===== src/rtl/ysyx_25040129_idu_pipe.sv =====
// ysyx_25040129_idu_pipe: buffered decode stage between IFU and EXU.
// Instructions are decoded as they are enqueued, and the decoded bundles are
// held in a FIFO_DEPTH-entry FIFO whose head is offered to EXU.
// Optional feature macro: IDU_ZICSR_EN enables CSR instruction decode. When it
// is undefined, every SYSTEM op with funct3 != 000 is flagged illegal.
module ysyx_25040129_idu_pipe #(
  parameter int XLEN       = 32,
  parameter int PC_W       = 32,
  parameter int FIFO_DEPTH = 2
) (
  input  logic                              clock,
  input  logic                              reset,
  input  logic                              flush,
  input  logic                              in_valid,
  output logic                              in_ready,
  input  logic [31:0]                       in_inst,
  input  logic [PC_W-1:0]                   in_pc,
  output logic                              out_valid,
  input  logic                              out_ready,
  output logic [PC_W-1:0]                   out_pc,
  output logic [XLEN-1:0]                   out_imm,
  output logic [4:0]                        out_rs1,
  output logic [4:0]                        out_rs2,
  output logic [4:0]                        out_rd,
  output logic [6:0]                        out_opcode,
  output logic [2:0]                        out_funct3,
  output logic [6:0]                        out_funct7,
  output logic                              out_reg_write,
  output logic                              out_ecall,
  output logic                              out_ebreak,
  output logic                              out_mret,
  output logic                              out_csr_write,
  output logic                              out_csr_read,
  output logic                              out_illegal,
  output logic [$clog2(FIFO_DEPTH+1)-1:0]   count
);

  localparam int CNT_W = $clog2(FIFO_DEPTH + 1);
  localparam int PTR_W = (FIFO_DEPTH > 1) ? $clog2(FIFO_DEPTH) : 1;

  localparam logic [6:0] OPC_OP_IMM = 7'b0010011;
  localparam logic [6:0] OPC_LOAD   = 7'b0000011;
  localparam logic [6:0] OPC_JALR   = 7'b1100111;
  localparam logic [6:0] OPC_SYSTEM = 7'b1110011;
  localparam logic [6:0] OPC_STORE  = 7'b0100011;
  localparam logic [6:0] OPC_BRANCH = 7'b1100011;
  localparam logic [6:0] OPC_JAL    = 7'b1101111;
  localparam logic [6:0] OPC_LUI    = 7'b0110111;
  localparam logic [6:0] OPC_AUIPC  = 7'b0010111;
  localparam logic [6:0] OPC_OP     = 7'b0110011;

  typedef struct packed {
    logic [PC_W-1:0]        pc;
    logic signed [XLEN-1:0] imm;
    logic [4:0]             rs1;
    logic [4:0]             rs2;
    logic [4:0]             rd;
    logic [6:0]             opcode;
    logic [2:0]             funct3;
    logic [6:0]             funct7;
    logic                   reg_write;
    logic                   ecall;
    logic                   ebreak;
    logic                   mret;
    logic                   csr_write;
    logic                   csr_read;
    logic                   illegal;
  } bundle_t;

  // All RV32 immediates are first assembled as 32-bit signed values, then
  // widened (or narrowed) to the datapath width.
  function automatic logic signed [XLEN-1:0] sext_xlen(input logic signed [31:0] v);
    return XLEN'(v);
  endfunction

  function automatic logic [PTR_W-1:0] ptr_next(input logic [PTR_W-1:0] p);
    return (p == PTR_W'(FIFO_DEPTH - 1)) ? '0 : p + PTR_W'(1);
  endfunction

  logic [CNT_W-1:0]   cnt;
  logic [PTR_W-1:0]   wr_ptr;
  logic [PTR_W-1:0]   rd_ptr;
  logic               vld_p0;
  logic               deq;
  bundle_t            bundle_p0;
  bundle_t            fifo_p1 [FIFO_DEPTH];
  bundle_t            head_p1;

  logic signed [31:0] imm_i;
  logic signed [31:0] imm_s;
  logic signed [31:0] imm_b;
  logic signed [31:0] imm_j;
  logic signed [31:0] imm_u;
  logic signed [31:0] imm_raw;
  logic               reg_write_raw;

  assign imm_i = {{20{in_inst[31]}}, in_inst[31:20]};
  assign imm_s = {{20{in_inst[31]}}, in_inst[31:25], in_inst[11:7]};
  assign imm_b = {{19{in_inst[31]}}, in_inst[31], in_inst[7], in_inst[30:25], in_inst[11:8], 1'b0};
  assign imm_j = {{11{in_inst[31]}}, in_inst[31], in_inst[19:12], in_inst[20], in_inst[30:21], 1'b0};
  assign imm_u = {in_inst[31:12], 12'b0};

  assign in_ready  = (cnt < CNT_W'(FIFO_DEPTH)) && !flush;
  assign vld_p0    = in_valid && in_ready;
  assign out_valid = (cnt != '0);
  assign deq       = out_valid && out_ready;
  assign count     = cnt;

  // ---- stage p0: decode the incoming instruction before it is enqueued ----
  // Illegal bundles carry imm=0 and no write/strobe so EXU never acts on them.
  always_comb begin
    bundle_p0        = '0;
    imm_raw          = '0;
    reg_write_raw    = 1'b0;
    bundle_p0.pc     = in_pc;
    bundle_p0.rs1    = in_inst[19:15];
    bundle_p0.rs2    = in_inst[24:20];
    bundle_p0.rd     = in_inst[11:7];
    bundle_p0.opcode = in_inst[6:0];
    bundle_p0.funct3 = in_inst[14:12];
    bundle_p0.funct7 = in_inst[31:25];
    case (in_inst[6:0])
      OPC_OP_IMM, OPC_LOAD, OPC_JALR: begin
        imm_raw       = imm_i;
        reg_write_raw = 1'b1;
      end
      OPC_STORE:  imm_raw = imm_s;
      OPC_BRANCH: imm_raw = imm_b;
      OPC_JAL: begin
        imm_raw       = imm_j;
        reg_write_raw = 1'b1;
      end
      OPC_LUI, OPC_AUIPC: begin
        imm_raw       = imm_u;
        reg_write_raw = 1'b1;
      end
      OPC_OP: reg_write_raw = 1'b1;
      OPC_SYSTEM: begin
        imm_raw = imm_i;
        if (in_inst[14:12] == 3'b000) begin
          if (in_inst[19:15] != 5'd0 || in_inst[11:7] != 5'd0)
            bundle_p0.illegal = 1'b1;
          else if (in_inst[31:20] == 12'h000)
            bundle_p0.ecall = 1'b1;
          else if (in_inst[31:20] == 12'h001)
            bundle_p0.ebreak = 1'b1;
          else if (in_inst[31:20] == 12'h302)
            bundle_p0.mret = 1'b1;
          else
            bundle_p0.illegal = 1'b1;
        end else begin
`ifdef IDU_ZICSR_EN
          case (in_inst[14:12])
            3'b001, 3'b101: begin
              bundle_p0.csr_write = 1'b1;
              reg_write_raw       = 1'b1;
            end
            3'b010, 3'b011, 3'b110, 3'b111: begin
              bundle_p0.csr_read  = 1'b1;
              bundle_p0.csr_write = (in_inst[19:15] != 5'd0);
              reg_write_raw       = 1'b1;
            end
            default: bundle_p0.illegal = 1'b1;
          endcase
`else
          bundle_p0.illegal = 1'b1;
`endif
        end
      end
      default: bundle_p0.illegal = 1'b1;
    endcase
    if (bundle_p0.illegal) begin
      imm_raw       = '0;
      reg_write_raw = 1'b0;
    end
    bundle_p0.imm       = sext_xlen(imm_raw);
    bundle_p0.reg_write = reg_write_raw && (in_inst[11:7] != 5'd0);
  end

  // ---- stage p1: FIFO control (pointers and occupancy); reset beats flush ----
  always_ff @(posedge clock) begin
    if (reset || flush) begin
      cnt    <= '0;
      wr_ptr <= '0;
      rd_ptr <= '0;
    end else begin
      if (vld_p0) wr_ptr <= ptr_next(wr_ptr);
      if (deq)    rd_ptr <= ptr_next(rd_ptr);
      case ({vld_p0, deq})
        2'b10:   cnt <= cnt + CNT_W'(1);
        2'b01:   cnt <= cnt - CNT_W'(1);
        default: cnt <= cnt;
      endcase
    end
  end

  // Bundle storage: data only, written on every accepted enqueue.
  always_ff @(posedge clock) begin
    if (vld_p0 && !reset) fifo_p1[wr_ptr] <= bundle_p0;
  end

  // Head bundle reads as zero while the FIFO is empty (pc passes through).
  always_comb begin
    head_p1 = out_valid ? fifo_p1[rd_ptr] : '0;
  end

  assign out_pc        = fifo_p1[rd_ptr].pc;
  assign out_imm       = head_p1.imm;
  assign out_rs1       = head_p1.rs1;
  assign out_rs2       = head_p1.rs2;
  assign out_rd        = head_p1.rd;
  assign out_opcode    = head_p1.opcode;
  assign out_funct3    = head_p1.funct3;
  assign out_funct7    = head_p1.funct7;
  assign out_reg_write = head_p1.reg_write;
  assign out_ecall     = head_p1.ecall;
  assign out_ebreak    = head_p1.ebreak;
  assign out_mret      = head_p1.mret;
  assign out_csr_write = head_p1.csr_write;
  assign out_csr_read  = head_p1.csr_read;
  assign out_illegal   = head_p1.illegal;

endmodule


===== config.mk =====
export PLATFORM = sky130hd
export DESIGN_NAME = ysyx_25040129_idu_pipe
export DESIGN_NICKNAME = d
export VERILOG_FILES = /design/src/rtl/ysyx_25040129_idu_pipe.sv
export SDC_FILE = /design/constraint.sdc
export NUM_CORES = 1
export LEC_CHECK = 0
export CAP_MARGIN = 25
export CORE_UTILIZATION = 44
export DETAILED_ROUTE_END_ITERATION = 10
export PLACE_DENSITY = 0.72
export SKIP_CTS_REPAIR_TIMING = 1
export SLEW_MARGIN = 20
export SYNTH_ARGS = -nofsm -noshare
export SYNTH_HDL_FRONTEND = slang
export SYNTH_SLANG_ARGS = --single-unit

===== constraint.sdc =====
create_clock -name clock -period 17.6 [get_ports clock]
set_input_delay 4.4 -clock clock [delete_from_list [all_inputs] [get_ports clock]]
set_output_delay 4.4 -clock clock [all_outputs]
set_load 0.02 [all_outputs]

==> flow_metrics.env <==
export IMPL_status="complete, no violations"
export IMPL_multi_input_area_um2=2280
export IMPL_grt_antenna_before_repair=0
export IMPL_worst_pin_slew_ns=0.969
export IMPL_r2r_setup_slack_ns=15.05
export IMPL_synthTopCellsByArea="edfxtp_1 (70%), mux2i_1 (8.0%), mux2_2 (4.3%)"
export IMPL_drv_cap=0
export IMPL_leakage_nw=3.43
export IMPL_hold_class="flip-flop to flip-flop"
export IMPL_htree_levels=1
export IMPL_power_density_nw_per_um2=98.1
export IMPL_drt_first_pass_iters=4
export IMPL_drive_gt1_share_pct=13.2
export IMPL_p_sw_share_pct=19.9
export IMPL_ys_seq_area_share_pct=71.6
export IMPL_synth_top_area_share_pct=70.4
export IMPL_gp_congestion=0.844
export IMPL_vias_per_cell=5.16
export IMPL_async_flop_share_pct=0
export IMPL_synth_most_common_cell="edfxtp_1"
export IMPL_grt_max_degree=71
export IMPL_clkLatencyLatePin_ns=0.50
export IMPL_row_count=50
export IMPL_max_vdd_ir_drop_mv=0.0586
export IMPL_clk_pin_slew_ns=0.06
export IMPL_die_x_um=142
export IMPL_setup_violations=0
export IMPL_skew_ns=0.0151
export IMPL_hp_start="rd_ptr$_SDFFE_PP0P_"
export IMPL_drtAntennaViolNets=0
export IMPL_tritoncts="yes"
export IMPL_crit_fanout=6
export IMPL_synth_cell_types=45
export IMPL_worst_setup_path_type="input pin to output port"
export IMPL_fmax_ghz=0.0988
export IMPL_grt_setup_unrepaired="no"
export IMPL_synth_edf_count=202
export IMPL_clock_sinks=207
export IMPL_synthesis_area_um2=8610
export IMPL_critPathTopFamily="buffers and inverters"
export IMPL_seq_area_um2=6170
export IMPL_critPathArrivalTime_ns=5.72
export IMPL_timing_slew_headroom_pct=35.4
export IMPL_totalWireLength_um=18300
export IMPL_grt_first_pass_wirelength_um=28100
export IMPL_required_ns=13.20
export IMPL_dp_cells=960
export IMPL_start_util_pct=45.4
export IMPL_worst_path_buf_inv=2
export IMPL_hold_slack_ns=0.570
export IMPL_grtUsageTotal_pct=18.0
export IMPL_reg2reg_from="count[1]$_SDFFE_PP0P_"
export IMPL_place_hpwl_um=11700
export IMPL_fillers=1464
export IMPL_cp_end_kind="output port"
export IMPL_drtIter0Drc=381
export IMPL_numCtsBuffers=22
export IMPL_io_buffers=173
export IMPL_cts_root_buf="clkbuf_16"
export IMPL_power_share_sequential_pct=49.3
export IMPL_power_internal_uw=892
export IMPL_grt_pass1_vias=5222
export IMPL_crit_top_cell="clkdlybuf4s50_1"
export IMPL_synth_warnings=0
export IMPL_synthToLayoutAreaGrowth_pct=31.8
export IMPL_min_period_ns=10.12
export IMPL_drc_errors=0
export IMPL_clk_path_buf_depth=3
export IMPL_synthTopCellsByCount="edfxtp_1 (202), nor2_1 (78), mux2i_1 (69)"
export IMPL_vias=5164
export IMPL_grt_ovfl_total=0
export IMPL_timing_final_crit_share_pct=57.5
export IMPL_routedWlPerCell_um=18.3
export IMPL_pwr_share_clk_pct=44.2
export IMPL_core_area_um2=19000
export IMPL_ys_flop_type="edfxtp_1"
export IMPL_fin_tns_setup_ns=0
export IMPL_slew_viol_final=0
export IMPL_syn_inst=551
export IMPL_syn_area_per_cell_um2=15.6
export IMPL_die_area_um2=20100
export IMPL_ios=176
export IMPL_critPathLaunchType="input pin"
export IMPL_slowest_stage="clkdlybuf4s50_1"
export IMPL_dieHeight_um=142
export IMPL_pwr_share_comb_pct=6.5
export IMPL_switchingPower_uw=222
export IMPL_reg2reg_to="fifo_p1[1][37]$_DFFE_PP_"
export IMPL_layout_nets=794
export IMPL_holdPathStages=2
export IMPL_critical_path_cell_chain="clkdlybuf4s50_1 > nor2_1 > clkdlybuf4s50_1"
export IMPL_slowest_delay_ns=0.64
export IMPL_finalNonFillerCells=1000
export IMPL_hold_viol=0
export IMPL_worstRegToRegCells=5
export IMPL_yosysTopAreaCell="edfxtp_1"
export IMPL_synth_seq_cells=207
export IMPL_insertedDiodeCount=0
==> registers in the layout, indices dropped and copies added (netlist names), named ones only <==
name	count
rd_ptr	1
count	2
wr_ptr	1
fifo_p1	202
==> worst max-delay path by stage <==
stage,startpoint,to,depth (start not counted)
3_5_place_dp,flush,in_ready,3
5_1_grt,flush,in_ready,3
4_1_cts,flush,in_ready,3
3_3_place_gp,flush,in_ready,3
2_1_floorplan,flush,fifo_p1[1][0]$_DFFE_PP_,3
6_report,flush,in_ready,3
==> cell usage in the layout, fill, tap and decap left out, drive strengths merged, types with 4 or more instances in the layout <==
| cell type | instances |
|---|---|
| edfxtp | 202 |
| clkdlybuf4s50 | 173 |
| nor2 | 79 |
| mux2i | 69 |
| nand2 | 34 |
| mux2 | 33 |
| clkbuf | 26 |
| a22oi | 25 |
| nor3 | 10 |
| o21ai | 9 |
| a21oi | 7 |
| buf | 7 |
| clkinv | 7 |
| bufinv | 5 |
| dfxtp | 5 |
| nor4 | 4 |
==> per-stage QoR <==
| step | worst slack (ns) | util, % | instance area (µm²) | total power [mW] |
|---|---|---|---|---|
| finish | 7.48 | 59.9 | 11300 | 1.11 |
| CTS | 7.47 | 59.9 | 11300 | 1.13 |
| global route | 7.44 | 59.9 | 11300 | 1.15 |
| detailed placement | 7.48 | 55.7 | 10600 | 0.632 |
| floorplan | 4.59 | - | 8610 | 0.594 |
| global placement | 7.52 | 55.7 | 10600 | 0.631 |
==> tightest hold or removal path: cells and delay by family, from the launching register on <==
family,cells,cell delay [ns]
flops,1,0.32
xor+xnor,1,0.14
simple gates,1,0.06
==> power groups by stage <==
stage	registers, mW	clock network, mW	logic, mW
floorplan	0.561	0	0.0324
global placement	0.560	0	0.0711
finish	0.549	0.492	0.0720
CTS	0.549	0.504	0.0729
detailed placement	0.560	0	0.0725
global route	0.550	0.521	0.0773
==> kinds of logic after synthesis <==
logic type      Yosys count  synth area share, %
fa+ha+maj                 1                0.145
other cells               1               0.0436
mux                     102                 12.3
compound gates           50                 4.97
xor+xnor                  5                0.509
buf+inv                  35                 2.19
simple gates            150                 8.20
flops                   207                 71.6
==> final cells by class <==
class	count	share of cell area (%)
inverter	3	0.0992
tap	260	2.87
clock buffer	26	5.17
sequential	207	54.4
multi-input combinational	310	20.1
clock inverter	14	1.72
timing repair buffer	180	15.7
==> routing by layer <==
| metal | GRT usage [%] | vias up | share of wire (%) |
|---|---|---|---|
| li1 | - | 2434 | - |
| met4 | 4.24 | 0 | 1.8 |
| met3 | 3.81 | 22 | 6.7 |
| met1 | 23.6 | 2541 | 43 |
| met5 | 0 | - | 0 |
| met2 | 30.6 | 167 | 48 |
Note: power is estimated with default switching activity, not from simulation.
